**src/rtl/match_logger.sv**
```systemverilog
// Match logger: tags each matcher hit with its byte position and queues {position, state} records for a host reader.
// Optional build macro MATCH_LOGGER_DROP_COUNT_EN adds a saturating dropped-match counter on DROP_CNT.
module match_logger #(
  parameter int DEPTH = 16,
  parameter int POS_W = 16
) (
  input  logic                     CLK,
  input  logic                     RST,
  input  logic                     EN_MATCH,
  input  logic                     MATCH,
  input  logic [7:0]               STATE,
  input  logic                     RD_EN,
  output logic [POS_W+7:0]         RD_DATA,
  output logic                     RD_VALID,
  output logic                     EMPTY,
  output logic                     FULL,
  output logic [$clog2(DEPTH):0]   LEVEL,
  output logic [15:0]              MATCH_TOTAL,
  output logic                     OVERFLOW,
  output logic [7:0]               DROP_CNT
);

  localparam int AW = $clog2(DEPTH);
  localparam int LW = AW + 1;
  localparam logic [LW-1:0] LVL_FULL = LW'(DEPTH);

  logic [POS_W+7:0] mem [DEPTH];
  logic [POS_W-1:0] pos;
  logic [AW-1:0]    wr_ptr;
  logic [AW-1:0]    rd_ptr;
  logic             push_req;
  logic             pop;
  logic             push;
  logic             drop;

  assign EMPTY    = (LEVEL == '0);
  assign FULL     = (LEVEL == LVL_FULL);
  assign push_req = EN_MATCH & MATCH;
  assign pop      = RD_EN & ~EMPTY;
  // A full FIFO still accepts a record when the same cycle frees a slot.
  assign push     = push_req & (~FULL | pop);
  assign drop     = push_req & FULL & ~pop;

  always_ff @(posedge CLK) begin
    if (RST) begin
      pos         <= '0;
      wr_ptr      <= '0;
      rd_ptr      <= '0;
      LEVEL       <= '0;
      RD_VALID    <= 1'b0;
      RD_DATA     <= '0;
      MATCH_TOTAL <= '0;
      OVERFLOW    <= 1'b0;
    end else begin
      RD_VALID <= pop;
      if (pop) begin
        RD_DATA <= mem[rd_ptr];
        rd_ptr  <= rd_ptr + AW'(1);
      end
      if (push) begin
        wr_ptr <= wr_ptr + AW'(1);
      end
      if (push && !pop) begin
        LEVEL <= LEVEL + LW'(1);
      end else if (!push && pop) begin
        LEVEL <= LEVEL - LW'(1);
      end
      if (EN_MATCH) begin
        pos <= pos + POS_W'(1);
      end
      if (push_req && MATCH_TOTAL != 16'hFFFF) begin
        MATCH_TOTAL <= MATCH_TOTAL + 16'd1;
      end
      if (drop) begin
        OVERFLOW <= 1'b1;
      end
    end
  end

  // Storage is not reset; only entries between the pointers are ever read.
  always_ff @(posedge CLK) begin
    if (push && !RST) begin
      mem[wr_ptr] <= {pos, STATE};
    end
  end

`ifdef MATCH_LOGGER_DROP_COUNT_EN
  logic [7:0] drop_cnt;

  always_ff @(posedge CLK) begin
    if (RST) begin
      drop_cnt <= 8'h00;
    end else if (drop && drop_cnt != 8'hFF) begin
      drop_cnt <= drop_cnt + 8'd1;
    end
  end

  assign DROP_CNT = drop_cnt;
`else
  assign DROP_CNT = 8'h00;
`endif

endmodule
```
**config.mk**
```make
export PLATFORM = sky130hd
export DESIGN_NAME = match_logger
export DESIGN_NICKNAME = d
export VERILOG_FILES = /design/src/rtl/match_logger.sv
export SDC_FILE = /design/constraint.sdc
export NUM_CORES = 1
export LEC_CHECK = 0
export ABC_AREA = 1
export CELL_PAD_IN_SITES_DETAIL_PLACEMENT = 0
export CELL_PAD_IN_SITES_GLOBAL_PLACEMENT = 1
export CORE_MARGIN = 2
export CORE_UTILIZATION = 52
export CTS_CLUSTER_DIAMETER = 80
export DETAILED_ROUTE_END_ITERATION = 10
export GPL_TIMING_DRIVEN = 0
export PLACE_DENSITY_LB_ADDON = 0.1
export SYNTH_ARGS = -nofsm -noshare
export SYNTH_HDL_FRONTEND = slang
export SYNTH_SLANG_ARGS = --single-unit
```
**constraint.sdc**
```tcl
create_clock -name CLK -period 6 [get_ports CLK]
set_clock_uncertainty 0.15 [all_clocks]
set_input_delay 1.2 -clock CLK [delete_from_list [all_inputs] [get_ports CLK]]
set_output_delay 1.2 -clock CLK [all_outputs]
set_load 0.01 [all_outputs]
```
; Yosys cells after proc, flatten, opt, wreduce, memory -nomap -nowiden
; Memories as Yosys holds them, arrays and structs flattened. A register that Yosys moved wholly into a read port is not among the register bits.
; Index checks and enable logic that the tools add are counted.
; W data, S select, Z words.
[totals]
regBits = 47
ram_bits = 384
input_bits = 13
out_inout_bits = 57
word_cells = 38
memories = 1
[mem_list]
columns = memory, depth, width, rd, rd_clocked_by_memory_dff, wr, line_no
row1 = mem, 16, 24, 1, 1, 1, 27  ; logic [POS_W+7:0] mem [DEPTH];
[op_classes]
addsub = 6
eq_ne = 2
muxes = 4
bitwise = 9
n_reduce_logical = 9
[ops]
columns = cell, n
row1 = $add A16 B1 Y16 const B, 2
row2 = $ne A16 B16 Y1 const B, 1
row3 = $mux W5, 2
row4 = $add A4 B1 Y4 const B, 2
row5 = $add A5 B1 Y5 const B, 1
row6 = $and A1 B1 Y1, 5
row7 = $eq A5 B5 Y1 const B, 1
row8 = $logic_not A5 Y1, 1
row9 = $sub A5 B1 Y5 const B, 1
row10 = $logic_and A1 B1 Y1, 4
row11 = $logic_not A1 Y1, 3
row12 = $not A1 Y1, 3
row13 = $mux W1, 2
row14 = $reduce_bool A2 Y1, 1
row15 = $or A1 B1 Y1, 1

; Longest topological paths before layout
; Gate-level depths: netlist of run 1.
[depth]
ltp_word = 9
depth_mapped = 16

; Least setup slack after synthesis of run 1
; No wires, ideal clock.
[synth_path]
path_kind = input to register
start = input port MATCH
end = memory mem[0][0] in the netlist's numbering, enable pin
arrival_time_ns = 2.719
t_required_ns = 5.445
path_slack_ns = 2.727
path_stages = 6
n_path_buf = 0
path_cell_list = nand2_1 -> inv_1 -> nand2_1 -> inv_2 -> nand2_1 -> nor2_1
[synth_between]
elab_chain_cells = 5
[synth_lines]
columns = item, line_no
row1 = "start, declared", 10  ; input logic MATCH,
row2 = $and A1 B1 Y1, 38  ; assign push_req = EN_MATCH & MATCH;
row3 = $and A1 B1 Y1, 41  ; assign push = push_req & (~FULL | pop);
row4 = $logic_and A1 B1 Y1, 82  ; if (push && !RST) begin
row5 = $mux W1, 82
row6 = $mux W1 (implied by the code), 83  ; mem[wr_ptr] <= {pos, STATE};
row7 = "end, declared", 27
; Every way passes these cells.

; Final worst setup path of run 1
[layout_path]
start = input port EN_MATCH
end = memory mem[2][4] in the netlist's numbering, enable pin
[layout_between]
elab_chain_cells = 5
[layout_lines]
columns = item, line_no
row1 = "start, declared", 9  ; input logic EN_MATCH,
row2 = $and A1 B1 Y1, 38
row3 = $and A1 B1 Y1, 41
row4 = $logic_and A1 B1 Y1, 82
row5 = $mux W1, 82
row6 = $mux W1 (implied by the code), 83
; Every way passes these cells.

==> reports/metrics.yaml, run 1 <==
path_cells: "clkdlybuf4s50_1 > nand2_1 > inv_1 > nand2_1 > inv_2 > nand2_1 > nor2_4"
fillCellCount: 3142
start_util_pct: 52.6
cp_top_family: "simple AND/OR/NAND/NOR gates"
wirelength_um: 54500
post_cts_buffers: 0
final_cells: 2710
slew_headroom_pct: 22.3
synthAdderAreaFrac_pct: 0.799
hold_buffers: 0
antenna_found_initial: 0
p_sw_mw: 2.76
clock-sinks: 455
cellLeakagePower_nw: 9.47
min_path_type: "flip-flop to flip-flop"
ys_seq_elements: 455
synth_compound_area_share_pct: 1.55
fp.dieH_um: 199
nets: 2186
drv_cap: 0
fmax_mhz: 288
worst-path-max-fanout: 24
synth_area_leaders: "edfxtp_1, nand2_1, nand3_1, dfxtp_1, inv_1"
areaGrowthSynthToFinish_pct: 15.5
ys_async_sr_fraction_pct: 0
synth_largest_area_cell: "edfxtp_1"
rsz0062_at_grt: "no"
gp_congestion: 0.832
grt_max_degree: 25
hold_depth: 2
criticalPathCategory: "primary input to flip-flop"
setup_tns_ps: 0
grt_pass1_wl_um: 80700
clk_path_buf_depth: 3
worst_slew_pin_slew_ps: 1170
finalMaxSlewViolations: 0
yosys_most_used_dff: "edfxtp_1"
detailed_place_hpwl_um: 35300
cp.arrival_ps: 3510
hold_viol: 0
grt_use_total_pct: 28.3
grt_pass1_vias: 13500
core_sq_mm: 0.0375
endpoint_kind: "flip-flop"
synth-seq-area-share_pct: 65.6
dpl-instance-area_sq_mm: 0.0213
fin_area_sq_mm: 0.0228
worst_hold_slack_ps: 328
syn_avg_cell_area_sq_um: 9.69
post_drt_wl_per_cell_um: 20.1
path_common_cell: "nand2_1"
port_buffers: 60
setup_violations: 0
vias_per_cell: 5.22
die-area_sq_mm: 0.0395
gr-total-overflow: 0
yosysMostFrequentCell: "nand2_1"
insertedDiodeCount: 0
drtPass1Iterations: 6
synthXorXnorAreaFrac_pct: 0.533
syn_area_sq_mm: 0.0197
r2r_cells: 8
synth_top_area_share_pct: 58.4
synthTopCellsByCount: "nand2_1, edfxtp_1, nand3_1, inv_1, nor2_1"
clkPwrFrac_pct: 32.7
cts_made_buffers: 48
layout_setup_ws_ps: 2530
swShare_pct: 32.4
total_power_mw: 8.54
die_w_um: 199
fin_util_pct: 60.8
ir_drop_mv: 0.327
insertion_delay_ps: 580
powerDensity_mw_per_mm2: 374
cp.depth: 7
cp.buffers_inverters: 3
place_ws_ps: 1940
fin_crit_ps: 3470
cpPeakStageDelay_ps: 840
cts-resized-gates: 0
yosysWarnings: 0
status: "finished, final reports clean"
drive_gt1_share_pct: 8.09
num_rows: 71
num_io_pins: 70
synth-simple-area-share_pct: 23.7
antenna_left: 0
synth_top_family_by_area: "simple AND/OR/NAND/NOR gates"
clk_pin_slew_worst_paths_ps: 60
clockRootBuffer: "clkbuf_16"
slowest_stage: "nor2_4"
vias: 14200
synthCells: 2036
remaining_drc_errors: 0
dp.cells: 2622
critPathLaunchType: "primary input"
synth.area.mux_share_pct: 0
synth_edf_count: 384
power_frac_seq_pct: 41.8
synth_cell_types: 31
critical_path_required_ps: 6040
cts.htree.levels: 2
cts_tree: "yes"
p_int_mw: 5.77
combPwrFrac_pct: 25.5
fin_crit_sh_pct: 57.9
drt_iter0_markers: 1232
## area by class of cell
| cell class | instances | area [sq um] | share of cell area, % |
|---|---|---|---|
| sequential | 455 | 13000 | 56.8 |
| multi-input combinational | 1215 | 5400 | 23.7 |
| clock buffer | 64 | 1310 | 5.76 |
| inverter | 269 | 1010 | 4.43 |
| timing repair buffer | 68 | 813 | 3.57 |
| tap | 511 | 639 | 2.80 |
| buffer | 104 | 523 | 2.29 |
| clock inverter | 24 | 151 | 0.664 |
## tightest hold or removal path, cell delays in order (launching register included)
cell     delay (ps)
dfxtp_1         330
a31oi_1          40
nor2_1           70
## metal layers
metal	track usage, %	part of all wire (%)
met3	4.66	7.7
met2	47.4	47
met1	37.2	41
met4	11.0	3.7
met5	0	0
## layout by cell type, fill, tap and decap left out, types with 31 or more instances in the layout
| cell type | netlist | routed |
|---|---|---|
| clkbuf_1 | 32 | 44 |
| clkbuf_16 | 0 | 49 |
| edfxtp_1 | 384 | 384 |
| dfxtp_1 | 71 | 71 |
| clkdlybuf4s50_1 | 0 | 60 |
| nand3_1 | 292 | 292 |
| nor2_1 | 110 | 94 |
| a21oi_1 | 31 | 31 |
| nand2_1 | 698 | 698 |
| inv_1 | 264 | 264 |
| buf_2 | 46 | 46 |
## cells by family after synthesis
kind of cell,after synthesis
and+or+nand+nor,1127
AOI/OAI and AO/OA,56
xor gates and xnor gates,12
DFF,455
adders and majority gates,12
other,1
buffers and inverters,373
## registers in the layout, summed over array words and instances, names as in the netlist
| register | cells |
|---|---|
| pos | 16 |
| mem | 384 |
| OVERFLOW | 1 |
| LEVEL | 5 |
| RD_DATA | 24 |
| wr_ptr | 4 |
| rd_ptr | 4 |
| MATCH_TOTAL | 16 |
| RD_VALID | 1 |
## path summary, 6_finish.rpt
| path | slack [ps] | endpoint | from |
|---|---|---|---|
| worst max-delay path | 2530 | mem[2][4] | EN_MATCH |
| worst min-delay path | 330 | OVERFLOW | OVERFLOW |
| worst max register to register | 3230 | mem[2][4] | LEVEL[0] |
| worst min register to register | 330 | OVERFLOW | OVERFLOW |
## power groups by stage
stage	clock (mW)	combinational [mW]	sequential, mW
floorplan	0	1.25	3.66
finish	2.79	2.18	3.57
global placement	0	2.13	3.63
global route	2.92	2.41	3.58
CTS	2.82	2.17	3.57
detailed placement	0	2.16	3.63
(Power assumes the default switching activity.)
==> inputs of run 2 (changes only) <==
Settings changed: CORE_UTILIZATION 52 to 43.
Clock period 6 ns to 3 ns, I/O delays scaled along.
==> reports/metrics.yaml, run 2 (same netlist as run 1, synthesis figures left out) <==
clockRootBuffer: "clkbuf_16"
fp.dieH_um: 218  # +9.8%
num_rows: 78  # +9.9%
fin_util_pct: 51.0  # -9.8 points
clk_path_buf_depth: 3  # unchanged
hold_buffers: 0  # unchanged
largest_reg_flops: 384  # unchanged
drv_cap: 0  # unchanged
critPathLaunchType: "primary input"
swShare_pct: 32.4  # about the same
slowest_stage: "nor2_4"
grt_pass1_vias: 13300  # -1.8%
antenna_found_initial: 0  # unchanged
power_frac_seq_pct: 40.7  # -1.1 points
vias: 14100  # -0.30%
port_buffers: 60  # unchanged
fin_crit_sh_pct: 93.3
cpPeakStageDelay_ps: 830  # about the same
cellLeakagePower_nw: 9.57  # +0.99%
hold_viol: 0  # unchanged
grt_use_total_pct: 24.4  # -3.9 points
powerDensity_mw_per_mm2: 758  # +100%
r2r_slack_ps: 330  # -2900 ps
path_cells: "clkdlybuf4s50_1 > nand2_1 > inv_1 > nand2_2 > inv_2 > nand2_1 > nor2_4"
final_cells: 2809  # +3.7%
antenna_left: 0  # unchanged
drtPass1Iterations: 5  # -1
areaGrowthSynthToFinish_pct: 17.3
finalMaxSlewViolations: 0  # unchanged
criticalPathCategory: "primary input to flip-flop"
fin_crit_ps: 2800
setup_violations: 0  # unchanged
grt_pass1_wl_um: 83600  # +3.6%
ir_drop_mv: 0.430  # +32%
start_util_pct: 43.5  # -9.2 points
reg_top3: "mem (384), RD_DATA (24)"
final_common_cell: "nand2_1"
drt_iter0_markers: 1311  # +6.4%
cts_tree: "yes"
clock-sinks: 455  # unchanged
fmax_mhz: 357
endpoint_kind: "flip-flop"
die-area_sq_mm: 0.0476  # +20%
clk_pin_slew_worst_paths_ps: 60  # about the same
core_sq_mm: 0.0454  # +21%
p_sw_mw: 5.68  # +110%
rsz0062_at_grt: "no"
grt_max_degree: 25  # unchanged
layout_common_cells: "nand2_1, edfxtp_1, nand3_1"
cp.buffers_inverters: 3  # unchanged
cts_made_buffers: 50  # +4.2%
top_register: "mem"
worst-path-max-fanout: 24  # unchanged
vias_per_cell: 5.02  # -3.8%
detailed_place_hpwl_um: 37900  # +7.4%
path_common_cell: "nand2_1"
worst_slew_pin_slew_ps: 1080  # -90.4 ps
gp_congestion: 0.809  # -2.8%
status: "finished, final reports clean"
cp_top_family: "simple AND/OR/NAND/NOR gates"
setup_tns_ps: 0  # unchanged
gr-total-overflow: 0  # unchanged
remaining_drc_errors: 0  # unchanged
die_w_um: 218  # +9.8%
cts.htree.levels: 2  # unchanged
slew_headroom_pct: 28.3  # +6.0 points
p_int_mw: 11.9  # +110%
clkPwrFrac_pct: 34.0  # +1.3 points
combPwrFrac_pct: 25.4  # about the same
total_power_mw: 17.5  # +110%
insertion_delay_ps: 600  # +20 ps
dp.cells: 2716  # +3.6%
post_drt_wl_per_cell_um: 20.5  # +2.1%
wirelength_um: 57700  # +5.8%
insertedDiodeCount: 0  # unchanged
worst_hold_slack_ps: 327  # -1.19 ps
num_io_pins: 70  # unchanged
min_path_type: "primary input to flip-flop"
critical_path_required_ps: 3060  # -2980 ps
drive_gt1_share_pct: 8.24  # +0.14 points
nets: 2193  # +0.32%
cp.arrival_ps: 2860  # -650 ps
==> run 2: cell count changes in the layout (fill, tap and decap cells not counted), moves of 2 or more <==
cell	delta
clkbuf_1	+8
clkbuf_16	+4
buf_16	+3
clkinv_2	-3
inv_4	-3
buf_12	+2
==> run 2: stage by stage <==
step | setup WS [ps] | cell area (sq um)
floorplan | 327 | 19800
global route | 10.0 | 23100
finish | 200 | 23100
global placement | -1840 | 21100
CTS | 155 | 23100
detailed placement | -475 | 21600
==> run 2: layer usage <==
layer / up-vias / routed length [um] / share of wire, % / track usage (%)
li1: 6834 / - / - / -
met1: 6732 / 24200 / 42 / 31.9
met2: 445 / 27800 / 48 / 41.1
met3: 104 / 3900 / 6.8 / 4.20
met4: 0 / 1770 / 3.1 / 8.55
met5: - / 0 / 0 / 0
==> run 2: path summary, 6_finish.rpt <==
check / from / to / depth (start not counted)
worst max-delay path: EN_MATCH / mem[6][2] / 7
worst min register to register: OVERFLOW / OVERFLOW / 2
worst min-delay path: RST / LEVEL[2] / 4
worst max register to register: LEVEL[0] / mem[6][2] / 8
==> run 2: cell type report <==
class	count	area (sq um)
fill	4150	22200
clock buffer	76	1440
timing repair buffer	73	936
tap	600	751
sequential	455	13000
clock inverter	17	135
buffer	104	523
inverter	269	1010
multi-input combinational	1215	5400
==> run 2: worst register-to-register path: stages (launching register included) <==
cell and delay (ps):
dfxtp_1 450, nor2_1 100, nand3_1 80, nor2_1 70, nand2_1 100, nand2_2 110, inv_2 130, nand2_1 250
nor2_4 830
==> run 2: what timing repair did <==
action | in CTS | in global routing
endpoints found under the setup margin | 0 | 3
buffers inserted | 0 | 0
resized for setup | 0 | 1
==> run 2: power groups by stage <==
| stage | clock network [mW] | logic, mW | registers (mW) |
|---|---|---|---|
| after detailed placement | 0 | 4.45 | 7.27 |
| after CTS | 6.06 | 4.47 | 7.14 |
| after floorplan | 0 | 2.51 | 7.32 |
| after global placement | 0 | 4.40 | 7.27 |
| final | 5.96 | 4.45 | 7.14 |
| after global routing | 6.28 | 4.91 | 7.16 |
==> RTL change, RTL diff (config.mk and constraints of run 2) <==
Change the parameter `DEPTH` from 16 to 32.
--- a/src/rtl/match_logger.sv
+++ b/src/rtl/match_logger.sv
@@ -1,7 +1,7 @@
 // Match logger: tags each matcher hit with its byte position and queues {position, state} records for a host reader.
 // Optional build macro MATCH_LOGGER_DROP_COUNT_EN adds a saturating dropped-match counter on DROP_CNT.
 module match_logger #(
-  parameter int DEPTH = 16,
+  parameter int DEPTH = 32,
   parameter int POS_W = 16
 ) (
   input  logic                     CLK,
Interface: changed (resized LEVEL); port bits go from 70 to 71. No check against the original RTL was run, so the function may have changed too.
==> RTL change against run 2 <==
  * Sequential cell count is 387 higher
  * Power increased by 78%
  * Non-clock buffer count is 149 higher
  * Worst setup slack got worse by 0.18 ns
  * Largest cell class unchanged
  * Wire length rose by 94%
  * Global-route usage rose by 1.7 points
  * Area after synthesis up 80%
  * Critical endpoint is now RD_DATA[14]
  * Cell area grew 83%
==> RTL change: results (changes against run 2) <==
Synth
  – Post-Synthesis Cells: 3,426 (+68%)
  – Top cells by area, synth: edfxtp_1, nand2_1, nand3_1
  – Synth cell types: 37 (+19%)
  – Top cells by instance count after synthesis: nand2_1, edfxtp_1, nand3_1, inv_1, nor2_1
  – EDFF count, synth: 768 (+100%)
  – Register area share after synthesis: 68.90% (+3.3 points)

GRT
  – Largest net degree at the start of global routing: 37 (+48%)
  – First-pass GRT wire length: 161.0 mm (+93%)
  – Antenna violations before repair: 5 (+5)
  – Global Route Usage Sum: 26.11% (+1.7 points)
  – Number of global-route vias before repair: 24,050 (+81%)

Setup path
  – Worst reg-to-reg path cell count: 11 (+3)
  – R2r endpoint: RD_DATA[14]
  – CP arrival: 3.31 ns (+0.45 ns)
  – CP Max Fanout: 10 (-58%)
  – Setup slack, reg-to-reg: 0.02 ns (-0.31 ns)
  – Reg2Reg Launch Point: rd_ptr[1]

Cells and area
  – Final nets: 3,705 (+69%)
  – Layout cells sized above 1: 11.26% (+3.0 points)
  – Layout fillers: 7,284 (+76%)
  – Largest regs: mem: 768 flops, RD_DATA: 24 flops

Clocking
  – Worst skew pair latency: 0.64 ns (+0.04 ns)
  – Cts hold-fix bufs: 0 (unchanged)
  – H-tree Lvls: 3 (+1)
  – Inserted Clock Buffers: 91 (+82%)

Place
  – HPWL after detailed placement: 74.21 mm (+96%)
  – Port-buffer cells: 61 (+1.7%)
  – DP Cell Count: 4,598 (+69%)
  – Dpl cell area: 0.03846 sq mm (+78%)
  – Placer Congestion: 0.9471 (+17%)

Pwr
  – VDD IR-drop max: 0.4245 mV (-1.4%)
  – Leakage: 16.77 nW (+75%)

Detailed routing
  – DR iter-0 viols: 2,350 (+79%)
  – Vias: 25,200 (+79%)
  – First-pass detailed-route iteration total: 6 (+1)
  – Avg WL per Cell: 23.19 um (+13%)
  – Final WL: 112.0 mm (+94%)

Worst hold path
  – Hold Path Sink: mem[30][6]
  – HP Start: STATE[6]
  – Worst hold stages: 1 (-3)

Timing
  – Worst hold margin: 0.2321 ns (-0.09436 ns)
  – Relative slew slack: 16.74% (-12 points)

Run status
  – Outcome: finished, final reports clean
RTL change: cell types whose count changed after synthesis, moves of 6 or more:
cell      change
nand2_1     +421
edfxtp_1    +384
buf_6        +14
a21oi_1      +76
nor2_1      +111
clkbuf_1     +22
buf_2        +36
inv_1        +95
nand3_1     +192
xnor2_1       +6
o21ai_0      +26
buf_1         +9
RTL change: kinds of logic after synthesis:
family | after synthesis | synth area share, %
AO/OA/AOI/OAI | 161 | 2.371
XOR/XNOR | 15 | 0.3688
AND/OR/NAND/NOR | 1847 | 21.32
other | 1 | 0.01053
buffers and inverters | 547 | 6.554
adder cells (fa/ha/maj) | 13 | 0.4777
flip-flops | 842 | 68.90
RTL change: worst max-delay path by stage:
stage                  end  startpoint  cells past startpoint
6_report       RD_DATA[14]   rd_ptr[1]                     11
3_3_place_gp    mem[5][16]    EN_MATCH                      7
5_1_grt           LEVEL[5]    LEVEL[1]                     17
3_5_place_dp    mem[29][7]    EN_MATCH                      8
2_1_floorplan    mem[0][0]       MATCH                      6
4_1_cts         mem[7][14]    EN_MATCH                      7
RTL change: report_power, final:
group / internal, mW / switching (mW) / total [mW]
sequential: 12.9 / 0.188 / 13.1
clock: 6.59 / 4.62 / 11.2
combinational: 2.03 / 4.95 / 6.98
RTL change: worst max-delay path, stage by stage, from the launching register on:
cell	delay [ns]
dfxtp_1	0.40
buf_2	0.20
inv_1	0.11
buf_2	0.50
buf_2	0.51
nor2_1	0.09
nand2_1	0.07
nand3_1	0.12
nand3_1	0.20
nand2_1	0.23
nand3_1	0.14
a21oi_1	0.07
RTL change: per-layer routing:
metal	GRT usage, %	vias to the layer above	part of all wire (%)
li1	-	11870	-
met1	34.02	12330	41
met2	44.83	858	49
met3	4.955	146	7.3
met4	6.802	0	2.4
met5	0	-	0
RTL change: final cells by class:
type / instances / area (sq um) / area share (%)
antenna: 2 / 5.005 / 0.01183
buffer: 184 / 983.4 / 2.325
clock inverter: 40 / 349.1 / 0.8251
multi-input combinational: 2055 / 9191 / 21.73
clock buffer: 130 / 2629 / 6.214
timing repair buffer: 142 / 1874 / 4.430
sequential: 842 / 24560 / 58.06
inverter: 363 / 1373 / 3.244
tap: 1070 / 1339 / 3.164
RTL change: per-stage QoR:
step / util (%) / setup WS, ns
2_1_floorplan: - / 0.07717
3_3_place_gp: 45.79 / -2.229
3_5_place_dp: 46.84 / -1.152
4_1_cts: 51.08 / 0.05362
5_1_grt: 51.52 / -0.04155
6_report: 51.52 / 0.01910
RTL change: repair_timing:
action                     CTS  global route
hold endpoints to repair     0             0
setup buffers               16            31
cloned                      11             0
setup endpoints to repair  765           380
pin swaps                   22            21
gates resized for setup     50            11
